File: src/rtl/reg_arb_pkg.sv
// reg_arb_pkg: shared opcodes, FSM states and round-robin helpers for reg_arbiter
package reg_arb_pkg;
  localparam int N_REQ = 3;
  typedef enum logic [1:0] {OP_NOP = 2'b00, OP_LOAD = 2'b01, OP_INR = 2'b10, OP_DCR = 2'b11} op_e;
  typedef enum logic [1:0] {S_IDLE = 2'b00, S_ISSUE = 2'b01, S_ACK = 2'b10} state_e;
  function automatic logic [1:0] next_idx(input logic [1:0] i);
    return (i >= 2'd2) ? 2'd0 : i + 2'd1;
  endfunction
endpackage

File: src/rtl/rr_arbiter3.sv
// rr_arbiter3: combinational 3-way round-robin pick, searching from last+1
module rr_arbiter3 import reg_arb_pkg::*; (
  input  logic [N_REQ-1:0] req,
  input  logic [1:0]       last,
  output logic [1:0]       win,
  output logic             any
);
  logic [1:0] c0, c1, c2;
  always_comb begin
    c0 = next_idx(last);
    c1 = next_idx(c0);
    c2 = next_idx(c1);
    win = req[c0] ? c0 : req[c1] ? c1 : c2;
    any = |req;
  end
endmodule

File: src/rtl/reg_arbiter.sv
// reg_arbiter: round-robin arbiter issuing LOAD/INR/DCR to a shared register (IDLE->ISSUE->ACK).
// Define REG_ARB_SAT_EN to suppress INR at 0xFF and DCR at 0x00, pulsing sat instead.
module reg_arbiter import reg_arb_pkg::*; (
  input  logic               clk,
  input  logic               rst,
  input  logic [N_REQ-1:0]   req,
  input  logic [2*N_REQ-1:0] op,
  input  logic [8*N_REQ-1:0] data,
  input  logic [7:0]         reg_q,
  output logic [N_REQ-1:0]   gnt,
  output logic               reg_load,
  output logic               reg_inr,
  output logic               reg_dcr,
  output logic [7:0]         reg_data,
  output logic               busy,
  output logic               sat
);
  state_e     state_q, state_d;
  op_e        op_q, op_d;
  logic [1:0] win_q, win_d, last_q, last_d, rr_win;
  logic [7:0] data_q, data_d;
  logic       rr_any, issue, sat_hit;
  rr_arbiter3 u_rr (.req(req), .last(last_q), .win(rr_win), .any(rr_any));
`ifdef REG_ARB_SAT_EN
  assign sat_hit = (op_q == OP_INR && reg_q == 8'hFF) || (op_q == OP_DCR && reg_q == 8'h00);
`else
  logic unused_reg_q;
  assign unused_reg_q = ^reg_q;
  assign sat_hit = 1'b0;
`endif
  always_comb begin
    state_d = state_q;
    op_d = op_q;
    win_d = win_q;
    last_d = last_q;
    data_d = data_q;
    if (state_q == S_IDLE) begin
      if (rr_any) begin
        state_d = S_ISSUE;
        win_d = rr_win;
        op_d = op_e'(op[{rr_win, 1'b0} +: 2]);
        data_d = data[{rr_win, 3'b000} +: 8];
      end
    end else if (state_q == S_ISSUE) begin
      state_d = S_ACK;
    end else begin
      state_d = S_IDLE;
      last_d = win_q;
    end
    // outputs are masked during rst so an aborted op never strobes or grants
    issue = !rst && state_q == S_ISSUE;
    reg_load = issue && op_q == OP_LOAD;
    reg_inr = issue && op_q == OP_INR && !sat_hit;
    reg_dcr = issue && op_q == OP_DCR && !sat_hit;
    sat = issue && sat_hit;
    gnt = (!rst && state_q == S_ACK) ? {{(N_REQ-1){1'b0}}, 1'b1} << win_q : '0;
    busy = !rst && state_q != S_IDLE;
    reg_data = rst ? 8'h00 : data_q;
  end
  always_ff @(posedge clk) begin
    if (rst) begin
      state_q <= S_IDLE;
      op_q <= OP_NOP;
      win_q <= 2'd0;
      last_q <= 2'd2;
      data_q <= 8'h00;
    end else begin
      state_q <= state_d;
      op_q <= op_d;
      win_q <= win_d;
      last_q <= last_d;
      data_q <= data_d;
    end
  end
endmodule

File: config.mk
export PLATFORM = sky130hd
export DESIGN_NAME = reg_arbiter
export DESIGN_NICKNAME = d
export VERILOG_FILES = /design/src/rtl/reg_arb_pkg.sv /design/src/rtl/rr_arbiter3.sv /design/src/rtl/reg_arbiter.sv
export SDC_FILE = /design/constraint.sdc
export NUM_CORES = 1
export LEC_CHECK = 0
export CORE_MARGIN = 2
export CORE_UTILIZATION = 38
export CTS_BUF_LIST = sky130_fd_sc_hd__clkbuf_4 sky130_fd_sc_hd__clkbuf_8
export DETAILED_ROUTE_END_ITERATION = 8
export PLACE_DENSITY = 0.93
export SYNTH_ARGS = -nofsm -noshare
export SYNTH_HDL_FRONTEND = slang
export SYNTH_SLANG_ARGS = --single-unit
File: constraint.sdc
create_clock -name clk -period 2.2 [get_ports clk]
set_input_delay 0.44 -clock clk [delete_from_list [all_inputs] [get_ports clk]]
set_output_delay 0.44 -clock clk [all_outputs]
set_load 0.05 [all_outputs]
==> metrics.md, run 1 <==
| Metric | Value |
|---|---|
| DRT Wirelength | 2885 µm |
| Number of global-route vias before repair | 1005 |
| Mapped Area | 970.9 µm² |
| RR Startpoint | last_q[0]$_SDFFE_PP0P_ |
| Peak Freq | 0.4710 GHz |
| Worst EP arrival | 1.68 ns |
| Final period utilization | 96.50% |
| Finished Cell Area | 1685 µm² |
| Critical path startpoint category | primary input |
| Hold Path Depth | 2 |
| Die area | 2975 µm² |
| First-pass GRT wire length | 4367 µm |
| Post-layout util | 68.65% |
| Routed length per placed instance | 14.50 µm |
| Final Max Tran Viols | 0 |
| Layout cell share with drive strength beyond 1 | 21.30% |
| Antenna violations before repair | 0 |
| Gpl congestion | 0.7617 |
| Max-cap violation count | 0 |
| Clock root buffer | clkbuf_4 |
| Seq/Total Area, Yosys | 32.99% |
| Tmin final | 2.123 ns |
| FFs w/ async S/R, synth | 0% |
| DPL Wire Length | 2339 µm |
| Site Rows | 18 |
| CTS max path bufs | 2 |
| Final hold viol count | 0 |
| Flops & latches, synth | 16 |
| Maximum vdd drop | 316.3 µV |
| Total track usage | 20.22% |
| Leak | 0.0006269 µW |
| Synth-to-layout area growth | 73.58% |
| Total number of yosys warnings | 0 |
| Fin Hold WS | 0.4938 ns |
| Status | completed |
| Share of Yosys cell area claimed by the top area cell type | 32.99% |
| Core outline area | 2455 µm² |
| Post-DP Area | 1644 µm² |
| Num Clock Sinks | 16 |
| RSZ-0062 raised after global routing | no |
| Worst Hold Launch | data_q[2]$_SDFFE_PP0P_ |
| Kind of critical path | in -> out |
| Worst-Skew Late Latency | 0.28 ns |
| Final Skew | 0.005854 ns |
| HP Class | reg -> reg |
| Max FO, Critical Path | 25 |
| Die W | 54.55 µm |
| R2R cell count | 5 |
| PD cells | 528.4 nW/µm² |
| Fillers | 192 |
| Gate Count Post-Synth | 120 |
| Area contributors post-synth | dfxtp_1, o32ai_1, nor2_1, or4_1, o31ai_1 |
| Register area | 320.3 µm² |
| Synth top cells by count | nor2_1, dfxtp_1, inv_1, o21ai_0, o32ai_1 |
| Syn Nets | 163 |
| # diodes | 0 |
| Via count | 1117 |
| Port Buffers | 49 |
| Die height | 54.55 µm |
| CP Data Required Time | 1.76 ns |
| Antenna-violating nets left | 0 |
| Initial DRC Count | 46 |
| Nets | 213 |
| Congestion Overflow GR | 0 |
| CTS Buf Count | 3 |
| EDFF count, synth | 0 |
| Worst setup path startpoint | rst |
| CTS tree | done |
| Area leader, netlist | dfxtp_1 |
| Setup violators final | 0 |
| First-pass detailed-route iteration total | 4 |
| H-tree depth | 1 |
| Vias per cell | 5.613 |
| Ports | 59 |
| Unique masters post-synth | 34 |
| Starting Density | 39.55% |
| DRC | 0 |
| Clock Pin Slew Worst Setup and Hold Paths | 0.09 ns |
| Mapped Avg Cell Area | 8.091 µm² |
| Multi-input gate area | 564.3 µm² |
| TNS Setup | 0 ns |
| Largest net degree at the start of global routing | 26 |
| Setup crit end kind | output pin |
| Main flop type after synthesis | dfxtp_1 |
| Most common cell in the netlist | nor2_1 |
## power breakdown
part / switching (µW) / leakage (µW) / internal (µW)
clock network: 87.0 / 0.0000210 / 101
logic: 178 / 0.000474 / 176
registers: 25.2 / 0.000132 / 324
total: 291 / 0.000627 / 600
## cells in the final DEF (no fill, tap or decap), types with 2 or more instances in the layout
cell type,count
clkdlybuf4s50_1,34
nand2_1,5
buf_4,7
inv_1,9
or4_1,8
nand2b_1,2
o31ai_1,7
buf_12,15
o32ai_1,9
nor3_1,2
a21oi_1,2
dfxtp_1,16
o21ai_0,9
a211oi_1,2
nor2_1,17
clkbuf_4,3
nor4_2,2
## critical path: stages
cell and delay [ns]:
clkdlybuf4s50_1 0.47, buf_4 0.24, nor4_2 0.34, buf_12 0.19
## worst paths after layout
kind / to / slack [ns]
setup / recovery: gnt[2] / 0.08
hold / removal: data_q[2]$_SDFFE_PP0P_ / 0.49
hold reg to reg: data_q[2]$_SDFFE_PP0P_ / 0.49
setup reg to reg: data_q[1]$_SDFFE_PP0P_ / 0.52
## through the flow
stage	power [µW]	setup slack (ns)	std cells
after floorplan	542.1	0.09254	120
after CTS	894.1	0.06169	199
after global placement	691.5	0.03580	195
final	890.6	0.07694	199
after global routing	939.1	0.02593	199
after detailed placement	707.3	-0.04799	195
## registers in the layout, summed over array words and instances (netlist names)
| register | cells |
|---|---|
| data_q | 8 |
| last_q | 2 |
| op_q | 2 |
| state_q | 2 |
| win_q | 2 |
## final cells by class
| cell class | instances | share of cell area [%] |
|---|---|---|
| clock buffers | 4 | 2.153 |
| inverters | 9 | 2.004 |
| multi-input cells | 84 | 33.48 |
| flip-flops and latches | 16 | 19.01 |
| well taps | 30 | 2.227 |
| repair buffers | 56 | 41.13 |
## per-layer routing
layer / up-vias / part of all wire [%] / track usage, %
met5: - / 0 / 0
met4: 0 / 1.2 / 6.667
met3: 4 / 7.4 / 3.552
met2: 52 / 51 / 35.14
met1: 523 / 40 / 25.04
li1: 538 / - / -
## kinds of logic (layout without fill, tap and decap cells)
family	after synthesis	in the layout	synth area share, %
flops	16	16	32.99
simple gates	47	47	27.84
mux	2	2	2.191
compound gates	34	34	25.39
buf+inv	20	69	11.21
other cells	1	1	0.3862
## repair_timing
item                       in CTS  in global routing
resized for setup               0                  1
setup buffers                   0                  0
setup endpoints to repair       0                  2
hold buffers                    0                  0
Note: power is estimated with default switching activity, not from simulation.
==> run 2, diff against run 1 <==
--- a/config.mk
+++ b/config.mk
@@ -10,6 +10,7 @@
 export CTS_BUF_LIST = sky130_fd_sc_hd__clkbuf_4 sky130_fd_sc_hd__clkbuf_8
 export DETAILED_ROUTE_END_ITERATION = 8
 export PLACE_DENSITY = 0.93
+export SLEW_MARGIN = 10
 export SYNTH_ARGS = -nofsm -noshare
 export SYNTH_HDL_FRONTEND = slang
 export SYNTH_SLANG_ARGS = --single-unit
==> results of run 2 <==
No change in the layout: final DEF, timing and power equal those of run 1.
